$ cat config.mk
export PLATFORM = sky130hd
export DESIGN_NAME = current_monitor_flat
export DESIGN_NICKNAME = d
export VERILOG_FILES = /design/src/rtl/current_monitor_if.sv /design/src/rtl/current_monitor.sv /design/src/flat_wrapper.sv
export SDC_FILE = /design/constraint.sdc
export NUM_CORES = 1
export LEC_CHECK = 0
export ABC_AREA = 1
export BUFFER_PORTS_ARGS = -buffer_cell sky130_fd_sc_hd__clkbuf_2
export CAP_MARGIN = 40
export CORE_UTILIZATION = 45
export CTS_BUF_LIST = sky130_fd_sc_hd__clkbuf_8
export DETAILED_ROUTE_END_ITERATION = 7
export PLACE_DENSITY_LB_ADDON = 0.12
export SYNTH_ARGS = -nofsm -noshare
export SYNTH_HDL_FRONTEND = slang
export SYNTH_SLANG_ARGS = --single-unit
$ cat constraint.sdc
create_clock -name clk -period 11.6 [get_ports clk]
set_input_delay 1.16 -clock clk [delete_from_list [all_inputs] [get_ports clk]]
set_output_delay 1.16 -clock clk [all_outputs]
set_load 0.02 [all_outputs]
$ cat src/rtl/current_monitor_if.sv
// Sample/display bus of current_monitor: ADC sample strobe and data in,
// scaled current, display value and status flags out.
interface current_monitor_if;
  logic        adc_valid;
  logic [11:0] adc_data;
  logic        oc_clear;
  logic [15:0] current_live;
  logic [15:0] current_num;
  logic        sample_done;
  logic        overcurrent;

  modport master (
    output adc_valid, adc_data, oc_clear,
    input  current_live, current_num, sample_done, overcurrent
  );

  modport slave (
    input  adc_valid, adc_data, oc_clear,
    output current_live, current_num, sample_done, overcurrent
  );
endinterface

$ cat src/rtl/current_monitor.sv
// Block-averages 12-bit current-sense samples, scales to mA with saturation,
// refreshes a slow display value and flags overcurrent with hysteresis.
// Optional feature macro: CURRENT_MON_OC_LATCH_EN (latching overcurrent, cleared by oc_clear).
module current_monitor #(
  parameter int AVG_LOG2    = 4,
  parameter int SCALE_MUL   = 1000,
  parameter int MAX_MA      = 999,
  parameter int OC_LIMIT_MA = 800,
  parameter int OC_HYST_MA  = 50,
  parameter int UPDATE_DIV  = 25_000_000
) (
  input  logic              clk,
  input  logic              rst_n,
  current_monitor_if.slave  bus
);

  localparam int ACC_W  = 12 + AVG_LOG2;
  localparam int PROD_W = 28;
  localparam int MA_W   = 16;
  localparam int DIV_W  = (UPDATE_DIV > 1) ? $clog2(UPDATE_DIV) : 1;

  localparam logic [MA_W-1:0]  MAX_MA_C  = MA_W'(MAX_MA);
  localparam logic [MA_W-1:0]  LIMIT_C   = MA_W'(OC_LIMIT_MA);
  localparam logic [MA_W-1:0]  RELEASE_C = MA_W'(OC_LIMIT_MA - OC_HYST_MA);
  localparam logic [DIV_W-1:0] DIV_TOP_C = DIV_W'(UPDATE_DIV - 1);

  function automatic logic [MA_W-1:0] sat_ma(input logic [PROD_W-1:0] prod);
    logic [MA_W-1:0] ma;
    ma = prod[PROD_W-1:12];
    return (ma > MAX_MA_C) ? MAX_MA_C : ma;
  endfunction

  logic [ACC_W-1:0]    acc_q;
  logic [AVG_LOG2-1:0] cnt_q;
  logic [ACC_W-1:0]    hold_p0_q;
  logic                vld_p0_q;
  logic [PROD_W-1:0]   prod_p1_q;
  logic                vld_p1_q;
  logic [MA_W-1:0]     live_q;
  logic                done_q;
  logic [MA_W-1:0]     num_q;
  logic [DIV_W-1:0]    div_q;
  logic                oc_q;

  logic [ACC_W-1:0]    sum_d;
  logic                blk_end_d;
  logic [11:0]         avg_d;
  logic [PROD_W-1:0]   prod_d;
  logic [MA_W-1:0]     live_d;
  logic                wrap_d;

  assign sum_d     = acc_q + ACC_W'(bus.adc_data);
  assign blk_end_d = bus.adc_valid && (cnt_q == '1);
  assign avg_d     = hold_p0_q[ACC_W-1:AVG_LOG2];
  assign prod_d    = PROD_W'(avg_d) * PROD_W'(SCALE_MUL);
  assign live_d    = sat_ma(prod_p1_q);
  assign wrap_d    = (div_q == DIV_TOP_C);

  // Stage p0: accumulate; the last sample of a block goes straight into the hold register
  always_ff @(posedge clk or negedge rst_n) begin
    if (!rst_n) begin
      acc_q     <= '0;
      cnt_q     <= '0;
      hold_p0_q <= '0;
      vld_p0_q  <= 1'b0;
    end else begin
      vld_p0_q <= blk_end_d;
      if (bus.adc_valid) begin
        cnt_q <= cnt_q + 1'b1;
        if (blk_end_d) begin
          acc_q     <= '0;
          hold_p0_q <= sum_d;
        end else begin
          acc_q <= sum_d;
        end
      end
    end
  end

  // Stage p1: average and multiply
  always_ff @(posedge clk or negedge rst_n) begin
    if (!rst_n) begin
      prod_p1_q <= '0;
      vld_p1_q  <= 1'b0;
    end else begin
      vld_p1_q <= vld_p0_q;
      if (vld_p0_q) prod_p1_q <= prod_d;
    end
  end

  // Stage p2: scale down, saturate, publish; display refresh prefers a same-cycle result
  always_ff @(posedge clk or negedge rst_n) begin
    if (!rst_n) begin
      live_q <= '0;
      done_q <= 1'b0;
      num_q  <= '0;
      div_q  <= '0;
    end else begin
      done_q <= vld_p1_q;
      if (vld_p1_q) live_q <= live_d;
      div_q <= wrap_d ? '0 : div_q + 1'b1;
      if (wrap_d) num_q <= vld_p1_q ? live_d : live_q;
    end
  end

`ifdef CURRENT_MON_OC_LATCH_EN
  typedef enum logic [1:0] {ST_NORMAL = 2'd0, ST_OVER = 2'd1, ST_LATCHED = 2'd2} oc_state_e;
`else
  typedef enum logic [1:0] {ST_NORMAL = 2'd0, ST_OVER = 2'd1} oc_state_e;
  logic unused_oc_clear;
  assign unused_oc_clear = bus.oc_clear;
`endif

  oc_state_e state_q;

  // Overcurrent FSM, evaluated on each fresh live value
  always_ff @(posedge clk or negedge rst_n) begin
    if (!rst_n) begin
      state_q <= ST_NORMAL;
      oc_q    <= 1'b0;
    end else begin
      case (state_q)
        ST_NORMAL: begin
          if (done_q && (live_q >= LIMIT_C)) begin
            state_q <= ST_OVER;
            oc_q    <= 1'b1;
          end
        end
        ST_OVER: begin
`ifdef CURRENT_MON_OC_LATCH_EN
          if (done_q) state_q <= ST_LATCHED;
`else
          if (done_q && (live_q < RELEASE_C)) begin
            state_q <= ST_NORMAL;
            oc_q    <= 1'b0;
          end
`endif
        end
`ifdef CURRENT_MON_OC_LATCH_EN
        ST_LATCHED: begin
          if (bus.oc_clear && (live_q < RELEASE_C)) begin
            state_q <= ST_NORMAL;
            oc_q    <= 1'b0;
          end
        end
`endif
        default: begin
          state_q <= ST_NORMAL;
          oc_q    <= 1'b0;
        end
      endcase
    end
  end

  assign bus.current_live = live_q;
  assign bus.current_num  = num_q;
  assign bus.sample_done  = done_q;
  assign bus.overcurrent  = oc_q;

endmodule

$ cat src/flat_wrapper.sv
// flat-port wrapper written by rule: the top's interface ports become plain ports
module current_monitor_flat 
#(
  parameter int AVG_LOG2    = 4,
  parameter int SCALE_MUL   = 1000,
  parameter int MAX_MA      = 999,
  parameter int OC_LIMIT_MA = 800,
  parameter int OC_HYST_MA  = 50,
  parameter int UPDATE_DIV  = 25_000_000
)
  (clk, rst_n, bus_adc_valid, bus_adc_data, bus_oc_clear, bus_current_live, bus_current_num, bus_sample_done, bus_overcurrent);
  current_monitor_if bus_i ();
  input  logic clk;
  input  logic rst_n;
  input wire logic [$bits(bus_i.adc_valid)-1:0] bus_adc_valid;
  input wire logic [$bits(bus_i.adc_data)-1:0] bus_adc_data;
  input wire logic [$bits(bus_i.oc_clear)-1:0] bus_oc_clear;
  output wire logic [$bits(bus_i.current_live)-1:0] bus_current_live;
  output wire logic [$bits(bus_i.current_num)-1:0] bus_current_num;
  output wire logic [$bits(bus_i.sample_done)-1:0] bus_sample_done;
  output wire logic [$bits(bus_i.overcurrent)-1:0] bus_overcurrent;
  assign bus_i.adc_valid = bus_adc_valid;
  assign bus_i.adc_data = bus_adc_data;
  assign bus_i.oc_clear = bus_oc_clear;
  assign bus_current_live = bus_i.current_live;
  assign bus_current_num = bus_i.current_num;
  assign bus_sample_done = bus_i.sample_done;
  assign bus_overcurrent = bus_i.overcurrent;
  current_monitor #(.AVG_LOG2(AVG_LOG2), .SCALE_MUL(SCALE_MUL), .MAX_MA(MAX_MA), .OC_LIMIT_MA(OC_LIMIT_MA), .OC_HYST_MA(OC_HYST_MA), .UPDATE_DIV(UPDATE_DIV)) u_core (.clk(clk), .rst_n(rst_n), .bus(bus_i));
endmodule
==> results_dict.tcl, run 1 <==
set metrics [dict create \
    critical_path_peak_fanout 5 \
    clk_path_buf_depth 2 \
    die_h_um 129 \
    gp_routability_congestion 0.823 \
    netlist_top_cells_area "dfrtp_1 35%, nand2_1 15%, fa_1 10%" \
    place.detailed.hpwl_um 11400 \
    drt_iter0_markers 205 \
    wl_per_cell_um 11.9 \
    root_buffer "clkbuf_8" \
    required_time_of_the_critical_path_ps 11890 \
    dieArea_mm2 0.0167 \
    cts-buffers-inserted 9 \
    grt_overflow_total 0 \
    maxSlewHeadroom_pct 55.7 \
    rr_worst_depth 17 \
    num-fill-cells 1625 \
    synthMostInstantiatedCell "nand2_1" \
    worstMarginPinSlew_ps 664 \
    ff_latch_area_mm2 0.00258 \
    hold_class "reg -> reg" \
    critical_path_start_end_classification "reg -> reg" \
    timing.final.max_slew_violations 0 \
    path_buf_inv 4 \
    postLayoutSetupSlackWorst_ps 7550 \
    clock_tree.htree_level_count 3 \
    layout-drive-gt1-share_pct 7.24 \
    antenna_violations_before_repair 0 \
    grt_max_degree 57 \
    synth_sequential_area_ratio_pct 35.4 \
    tns_ps 0 \
    fin_clk_skew_ps 12.1 \
    clkSlewWorstSetupHoldPaths_ps 100 \
    timing.critical_path.slowest_cell_delay_ps 510 \
    rsz0062_at_grt "no" \
    period_utilization_pct 34.9 \
    number_of_global_route_vias_before_repair 5492 \
    grtUsageTotal_pct 19.2 \
    final_wirelength_um 14400 \
    numClockSinks 103 \
    multi_input_comb_area_mm2 0.00398 \
    dr.pass1.iters 4 \
    syn_avg_cell_area_um2 7.73 \
    synth_cell_type_count 31 \
    yosys_reg_bits 103 \
    post_cts.resized_instances 0 \
    synth_nets 1053 \
    synth_top_cells_by_count "295 x nand2_1, 174 x inv_1, 103 x dfrtp_1, 67 x nor2_1, 65 x nand3_1" \
    worst_path_dominant_cell_family "adder cells" \
    hp-start "u_core.bus.current_num[0]" \
    finalNetCount 1101 \
    post-place-cells 1195 \
    maxClockFrequency_ghz 0.247 \
    buffer_ports.inserted 48 \
    worst_hold_path.endpoint "u_core.bus.current_num[0]" \
    final.min_clock_period_ps 4050 \
    critPathLaunchType "flop" \
    grt_pass1_wl_um 25200 \
    setup_viol 0 \
    syn-instance-count 942 \
    critical_r2r_launch "u_core.hold_p0_q[10]" \
    place_worst_setup_slack_ps 7530 \
    rr_endpoint "u_core.prod_p1_q[21]" \
    syn_to_final_growth_pct 9.62 \
    reg2reg_slack_ps 7550 \
    rows 46 \
    netlist.top_cell.by_area "dfrtp_1" \
    yosys_warnings 0 \
    insertion_delay_ps 400 \
    n_antenna_cell 0 \
    synthArstFlopShare_pct 100 \
    hold-path-cell-count 2 \
    antenna_violating_nets_post_route 0 \
    synthFlopType "dfrtp_1" \
    cts-hold-fix-buffers 0 \
    cp_cell_sequence "inv_1 > fa_1 > fa_1 > inv_1 > fa_1 > inv_1 > fa_1 > inv_1 > ha_1 > nand2_1 > nand2_1 > a21oi_1 > nor2_1 > nor2_1 > nand3_1 > nand3_1 > nand2_1" \
    number_of_synthesized_flops_with_an_enable_pin 0 \
    detailroute.via_count 5678 \
    syn-cell-area_mm2 0.00728 \
    synthDominantCellAreaShare_pct 35.4 \
    ios 50 \
    max_cap_violations 0 \
    outcome "completed" \
    remaining_drc_errors 0 \
    timing.critical_path.slowest_stage_cell "fa_1" \
    crit_path_end_kind "flop" \
    core_area_mm2 0.0158 \
    cts_post_setup_buffers_inserted 0 \
    timing_hold_violations_final 0 \
    clock_tree_from_tritoncts "built" \
    final_util_pct 50.4 \
    layout.cells.non_filler 1211 \
    arrival_ps 4340 \
    routed_via_density 4.69 \
    chipWidth_um 129 \
    floorplan.initialDensity_pct 46.0 \
]
## placed cells by master, fill, tap and decap left out, types with 3 or more instances in the layout
| master | instances |
|---|---|
| inv_1 | 174 |
| xor2_1 | 21 |
| clkbuf_2 | 47 |
| nand4_1 | 13 |
| ha_1 | 57 |
| xnor2_1 | 8 |
| a21oi_1 | 23 |
| clkbuf_8 | 9 |
| dfrtp_1 | 103 |
| nor3_1 | 20 |
| inv_8 | 3 |
| nand2_1 | 295 |
| fa_1 | 38 |
| nor2_1 | 67 |
| o21ai_0 | 26 |
| nand3_1 | 65 |
## metrics by stage
step,hold WS [ps],cell area (um2)
6_report,479,7980
2_1_floorplan,352,7280
5_1_grt,510,7980
3_5_place_dp,459,7760
3_3_place_gp,454,7730
4_1_cts,484,7980
## sequential cells by signal, summed over array words and instances (netlist names)
signal and count:
u_core.hold_p0_q 12, u_core.prod_p1_q 10, u_core.acc_q 16, u_core.vld_p0_q 1, u_core.bus.sample_done 1, u_core.cnt_q 4
u_core.vld_p1_q 1, u_core.bus.current_live 16, u_core.bus.overcurrent 1, u_core.bus.current_num 16, u_core.div_q 25
## area by class of cell
type                            count  share of cell area (%)
Sequential cell                   103                    32.3
Clock buffer                        9                    1.55
Multi-Input combinational cell    650                    49.8
Clock inverter                      7                    1.22
Tap cell                          216                    3.39
Timing Repair Buffer               50                    3.48
Inverter                          176                    8.27
## worst max path at each step
stage | startpoint | endpoint | slack, ps | depth (start not counted)
finish | u_core.hold_p0_q[10] | u_core.prod_p1_q[21] | 7550 | 17
global route | u_core.hold_p0_q[11] | u_core.prod_p1_q[21] | 7270 | 18
CTS | u_core.hold_p0_q[10] | u_core.prod_p1_q[21] | 7500 | 17
detailed placement | u_core.hold_p0_q[10] | u_core.prod_p1_q[21] | 7530 | 17
global placement | u_core.hold_p0_q[10] | u_core.prod_p1_q[21] | 7550 | 17
floorplan | u_core.hold_p0_q[10] | u_core.prod_p1_q[21] | 7840 | 17
## per-layer routing
metal | vias to the layer above | GRT usage [%] | wire length [um]
met5 | - | 0 | 0
met4 | 0 | 4.57 | 133
met3 | 7 | 3.63 | 404
met2 | 69 | 32.7 | 6800
met1 | 2597 | 25.2 | 7050
li1 | 3005 | - | -
## worst min-delay path, stage by stage (launching register included)
cell and delay [ps]:
dfrtp_1 350, nand2_1 50, nand2_1 50
## logic make-up after synthesis
logic type / Yosys count / share of synthesized area [%]
adders and majority gates: 95 / 20.2
buffers and inverters: 189 / 10.0
DFF: 103 / 35.4
AOI/OAI and AO/OA: 57 / 4.21
xor gates and xnor gates: 29 / 3.49
and+or+nand+nor: 469 / 26.7
Power of run 1 is not shown: default switching activity piles up to over one toggle a cycle in this logic, so the estimate is an artifact.
==> inputs of run 2 (changes only) <==
==> constraint.sdc (replaced) <==
create_clock -name clk -period 3.85 [get_ports clk]
set_input_delay 0.385 -clock clk [delete_from_list [all_inputs] [get_ports clk]]
set_output_delay 0.385 -clock clk [all_outputs]
set_load 0.02 [all_outputs]
==> run 2 against run 1 <==
  * Clock skew decreased by 0.79 ps
  * Non-clock buffer count grew 20
  * Core utilization increased by 1.5 points
  * First-iteration DRC count up 3.4%
  * Fmax is 9.7% higher
  * Worst hold slack got worse by 460 ps
  * Final cell count rose by 1.7%
  * Clock-buffer cell count stayed put
  * Via count increased by 1.5%
  * Register-to-register slack worse by 7400 ps
  * Setup slack worse by 7400 ps
  * Critical path depth decreased by 1
  * Highest routed layer unchanged
==> results_dict.tcl, run 2 (synthesis results as in run 1) <==
set metrics [dict create \
    gp_routability_congestion 0.834 \
    rsz0062_at_grt "yes" \
    final_util_pct 52.0 \
    fin_clk_skew_ps 11.3 \
    rows 46 \
    n_antenna_cell 0 \
    reg2reg_slack_ps 160 \
    maxClockFrequency_ghz 0.271 \
    largest_reg_flops 25 \
    ff_latch_area_mm2 0.00258 \
    syn_to_final_growth_pct 12.9 \
    setup_viol 0 \
    largest_register "u_core.div_q" \
    rr_worst_depth 16 \
    number_of_global_route_vias_before_repair 5345 \
    maxSlewHeadroom_pct 54.4 \
    critical_path_peak_fanout 5 \
    path_buf_inv 3 \
    worstMarginPinSlew_ps 684 \
    finalNetCount 1121 \
    ios 50 \
    startpoint "u_core.hold_p0_q[11]" \
    max_cap_violations 0 \
    path_depth 16 \
    clk_path_buf_depth 2 \
    wl_per_cell_um 12.0 \
    buffer_ports.inserted 48 \
    timing.final.max_slew_violations 0 \
    endpoint "u_core.prod_p1_q[20]" \
    cts-buffers-inserted 9 \
    critical_r2r_launch "u_core.hold_p0_q[11]" \
    numClockSinks 103 \
    grt_overflow_total 0 \
    clock_tree.htree_level_count 3 \
    final.min_clock_period_ps 3690 \
    clkSlewWorstSetupHoldPaths_ps 110 \
    timing_hold_violations_final 0 \
    timing.critical_path.mode_cell "nand2_1" \
    insertion_delay_ps 380 \
    floorplan.initialDensity_pct 46.0 \
    crit_path_end_kind "flop" \
    core_area_mm2 0.0158 \
    num-fill-cells 1595 \
    routed_via_density 4.68 \
    most_common_cell_after_layout_fill_and_taps_aside "nand2_1" \
    grt_max_degree 55 \
    grt_pass1_wl_um 24900 \
    period_utilization_pct 95.8 \
    drt_iter0_markers 212 \
    rr_endpoint "u_core.prod_p1_q[20]" \
    grtUsageTotal_pct 19.0 \
    dr.pass1.iters 6 \
    arrival_ps 3970 \
    antenna_violations_before_repair 0 \
    root_buffer "clkbuf_8" \
    place.detailed.hpwl_um 11700 \
    required_time_of_the_critical_path_ps 4130 \
    hold_class "in -> async" \
    die_h_um 129 \
    clock_tree_from_tritoncts "built" \
    detailroute.via_count 5763 \
    worst_path_dominant_cell_family "adder cells" \
    antenna_violating_nets_post_route 0 \
    chipWidth_um 129 \
    critical_path_start_end_classification "reg -> reg" \
    dieArea_mm2 0.0167 \
    final_wirelength_um 14800 \
    timing.critical_path.slowest_stage_cell "fa_1" \
    cts-hold-fix-buffers 0 \
    cp_cell_sequence "inv_1 > buf_4 > fa_1 > fa_1 > fa_1 > inv_1 > ha_1 > ha_4 > nand2_2 > nor3_4 > and2_1 > nand2_1 > nand2_1 > nand2_1 > nand3_1 > nand2_1" \
    layout-drive-gt1-share_pct 12.3 \
    remaining_drc_errors 0 \
    multi_input_comb_area_mm2 0.00411 \
    timing.critical_path.slowest_cell_delay_ps 540 \
    outcome "completed" \
    critPathLaunchType "flop" \
    commonest_cells_after_routing_fill_and_taps_aside "288 x nand2_1, 168 x inv_1, 100 x dfrtp_1, 65 x nand3_1, 65 x nor2_1" \
]
run 2: how the worst min path moves through the flow:
stage / start / to / slack, ps / cells past startpoint
2_1_floorplan: rst_n / u_core.acc_q[0] / 90 / 0
3_3_place_gp: u_core.bus.current_num[1] / u_core.bus.current_num[1] / 450 / 2
3_5_place_dp: u_core.bus.current_num[14] / u_core.bus.current_num[14] / 460 / 2
4_1_cts: rst_n / u_core.bus.current_num[4] / 30 / 1
5_1_grt: rst_n / u_core.bus.current_num[4] / 60 / 1
6_report: rst_n / u_core.bus.current_num[4] / 20 / 1
run 2: cell type report:
type                            instances  share of cell area (%)
Timing Repair Buffer                   70                    4.96
Clock buffer                            9                    1.51
Multi-Input combinational cell        650                    50.0
Tap cell                              216                    3.29
Clock inverter                          7                   0.806
Sequential cell                       103                    31.4
Inverter                              176                    8.03
run 2: repair_timing:
action,in CTS,in global routing
gates resized for setup,1,35
pin swaps,0,13
setup endpoints to repair,4,10
setup buffers,0,2
run 2: routing by layer:
| layer | track usage, % | vias up | wire, um |
|---|---|---|---|
| met5 | 0 | - | 0 |
| met4 | 4.98 | 0 | 160 |
| met3 | 3.10 | 10 | 375 |
| met2 | 32.7 | 59 | 7120 |
| met1 | 25.0 | 2652 | 7180 |
| li1 | - | 3042 | - |
run 2: stage by stage:
stage / setup TNS, ps / instances / setup WS [ps] / hold slack [ps] / instance area, um2
finish: 0 / 1231 / 162 / 18.6 / 8220
global route: -60.9 / 1231 / -21.4 / 61.3 / 8220
CTS: 0 / 1229 / 2.86 / 27.9 / 8070
detailed placement: 0 / 1213 / 4.16 / 459 / 7880
global placement: 0 / 1213 / 24.1 / 454 / 7880
floorplan: 0 / 942 / 89.5 / 89.4 / 7280
Power of run 2 is left out for the same reason.
==> inputs of run 3 (changes only) <==
--- a/config.mk
+++ b/config.mk
@@ -5,11 +5,9 @@
 export SDC_FILE = /design/constraint.sdc
 export NUM_CORES = 1
 export LEC_CHECK = 0
-export ABC_AREA = 1
 export BUFFER_PORTS_ARGS = -buffer_cell sky130_fd_sc_hd__clkbuf_2
 export CAP_MARGIN = 40
 export CORE_UTILIZATION = 45
-export CTS_BUF_LIST = sky130_fd_sc_hd__clkbuf_8
 export DETAILED_ROUTE_END_ITERATION = 7
 export PLACE_DENSITY_LB_ADDON = 0.12
 export SYNTH_ARGS = -nofsm -noshare
==> run 3 against run 2 <==
  * The flow now finishes with violations (setup timing)
  * Worst hold slack improved by 120 ps
  * Clock skew decreased by 3.2 ps
  * First-iteration DRC count decreased by 26%
==> results_dict.tcl, run 3 <==
set metrics [dict create \
    outcome "complete, but fails checks" \
    violated_checks "setup timing" \
    dr.pass1.iters 4 \
    detailroute.via_count 4826 \
    largest_reg_flops 25 \
    timing_hold_violations_final 0 \
    chipWidth_um 124 \
    final.min_clock_period_ps 4150 \
    worstMarginPinSlew_ps 845 \
    dieArea_mm2 0.0154 \
    required_time_of_the_critical_path_ps 4090 \
    antenna_violations_before_repair 0 \
    critical_path_start_end_classification "reg -> reg" \
    insertion_delay_ps 350 \
    dpl_cell_area_mm2 0.00753 \
    arrival_ps 4390 \
    path_buf_inv 4 \
    clkSlewWorstSetupHoldPaths_ps 70 \
    rsz0062_at_grt "yes" \
    groute.layer.met1.usage_pct 23.8 \
    antenna_violating_nets_post_route 0 \
    synthArstFlopShare_pct 100 \
    n_antenna_cell 0 \
    postLayoutSetupSlackWorst_ps -297 \
    root_buffer "clkbuf_16" \
    most_common_cell_after_layout_fill_and_taps_aside "dfrtp_1" \
    synth_nets 753 \
    routed_via_density 5.17 \
    core_area_mm2 0.0145 \
    place.detailed.hpwl_um 9950 \
    timing.critical_path.slowest_stage_cell "fa_1" \
    grt_max_degree 67 \
    buffer_ports.inserted 48 \
    critical_path_peak_fanout 4 \
    fin_clk_skew_ps 8.18 \
    gp_routability_congestion 0.869 \
    syn_to_final_growth_pct 20.5 \
    cp_cell_sequence "inv_2 > fa_1 > fa_1 > inv_2 > fa_1 > inv_1 > fa_1 > inv_2 > ha_4 > and3_4 > a31o_1 > a31oi_4 > a21boi_2 > or3_1 > a31o_1" \
    ios 50 \
    yosys_reg_bits 103 \
    synth_sequential_area_ratio_pct 38.5 \
    floorplan.initialDensity_pct 46.0 \
    numClockSinks 103 \
    netlist_top_cells_area "dfrtp_1 39%, fa_1 11%, ha_1 11%" \
    synthDominantCellAreaShare_pct 38.5 \
    cts-buffers-inserted 9 \
    timing.critical_path.slowest_cell_delay_ps 520 \
    grt_pass1_wl_um 22000 \
    netlist.top_cell.by_area "dfrtp_1" \
    grt_overflow_total 0 \
    commonest_cells_after_routing_fill_and_taps_aside "103 x dfrtp_1, 65 x inv_1, 55 x nand2_1, 55 x buf_4, 51 x ha_1" \
    use_met3_pct 3.53 \
    hold_class "in -> async" \
    maxSlewHeadroom_pct 43.7 \
    finalNetCount 856 \
    final_wirelength_um 13200 \
    synth_top_cells_by_count "103 x dfrtp_1, 77 x inv_1, 57 x ha_1, 56 x nand2_1, 39 x nor2_1" \
    crit_path_end_kind "flop" \
    syn-instance-count 642 \
    number_of_global_route_vias_before_repair 4740 \
    wl_per_cell_um 14.1 \
    grt_util_met2_pct 31.4 \
    fin_area_mm2 0.00806 \
    synthFlopType "dfrtp_1" \
    syn-cell-area_mm2 0.00669 \
    synth_cell_type_count 60 \
    maxClockFrequency_ghz 0.241 \
    worst_path_dominant_cell_family "adder cells" \
    syn_avg_cell_area_um2 10.4 \
    layout-drive-gt1-share_pct 26.9 \
    max_cap_violations 0 \
    clk_path_buf_depth 2 \
    clock_tree_from_tritoncts "built" \
    yosys_warnings 0 \
    remaining_drc_errors 0 \
    period_utilization_pct 108 \
    clock_tree.htree_level_count 3 \
    critPathLaunchType "flop" \
    place_worst_setup_slack_ps -266 \
    synthMostInstantiatedCell "dfrtp_1" \
    die_h_um 124 \
    number_of_synthesized_flops_with_an_enable_pin 0 \
    drt_iter0_markers 157 \
    timing.critical_path.mode_cell "fa_1" \
    largest_register "u_core.div_q" \
    grtUsageTotal_pct 18.4 \
    globalRoute.busiestLayer "met2" \
    rows 44 \
    timing.final.max_slew_violations 0 \
    setup_viol 9 \
]
==> run 3: cell count changes in the layout (fill, tap and decap cells not counted), sizes merged, moves of 14 or more <==
cell	before	now
nor3	20	6
mux2	0	23
inv	178	79
nand3	67	23
xnor2	8	27
buf	23	59
nand2	295	56
nor2	70	39
==> run 3: timing repair <==
item	in CTS	in global routing
hold endpoints to repair	0	0
setup buffers	6	9
resized for setup	14	22
pin swaps	7	23
endpoints found under the setup margin	9	10
hold buffers	0	0
==> run 3: final timing paths <==
path	cells past startpoint	startpoint	endpoint	slack [ps]
min reg2reg	2	u_core.bus.current_num[2]	u_core.bus.current_num[2]	480
max	15	u_core.hold_p0_q[10]	u_core.prod_p1_q[17]	-300
min in group clk	4	bus_adc_data[0]	u_core.acc_q[0]	390
max reg2reg	15	u_core.hold_p0_q[10]	u_core.prod_p1_q[17]	-300
max in group asynchronous	2	rst_n	u_core.div_q[6]	2890
min	1	rst_n	u_core.bus.current_live[9]	140
==> run 3: worst register-to-register path, stage by stage (launching register included) <==
cell and delay (ps):
dfrtp_1 400, inv_2 100, fa_1 440, fa_1 520
inv_2 40, fa_1 490, inv_1 50, fa_1 490
inv_2 50, ha_4 210, and3_4 160, a31o_1 230
a31oi_4 190, a21boi_2 80, or3_1 370, a31o_1 230
==> run 3: cells by family (layout without fill, tap and decap cells) <==
logic type | after synthesis | after routing | synth area share (%)
fa+ha+maj | 95 | 95 | 22.0
mux | 28 | 28 | 4.68
simple gates | 172 | 172 | 12.7
buf+inv | 91 | 199 | 5.24
compound gates | 107 | 107 | 10.8
xor+xnor | 46 | 46 | 6.02
flops | 103 | 103 | 38.5
==> run 3: area by class of cell <==
cell class / instances / area (um2)
clock buffers: 11 / 233
multi-input cells: 448 / 3990
repair buffers: 106 / 697
clock inverters: 5 / 41.3
well taps: 184 / 230
fillers: 1259 / 6480
flip-flops and latches: 103 / 2580
inverters: 77 / 289
==> run 3: metrics by stage <==
stage	instances	hold slack (ps)	util, %	TNS (ps)
after floorplan	642	89.4	-	-265
after global placement	904	464	51.7	-1110
after detailed placement	905	471	51.8	-1520
after CTS	927	167	54.5	-1390
after global routing	934	210	55.4	-2860
final	934	136	55.4	-1360
==> run 3: routing by layer <==
layer,part of all wire (%),wire (um),vias up
met2,49,6420,63
li1,-,-,2390
met1,47,6240,2362
met5,0,0,-
met3,2.9,379,11
met4,1.1,141,0
Power of run 3 is left out for the same reason.
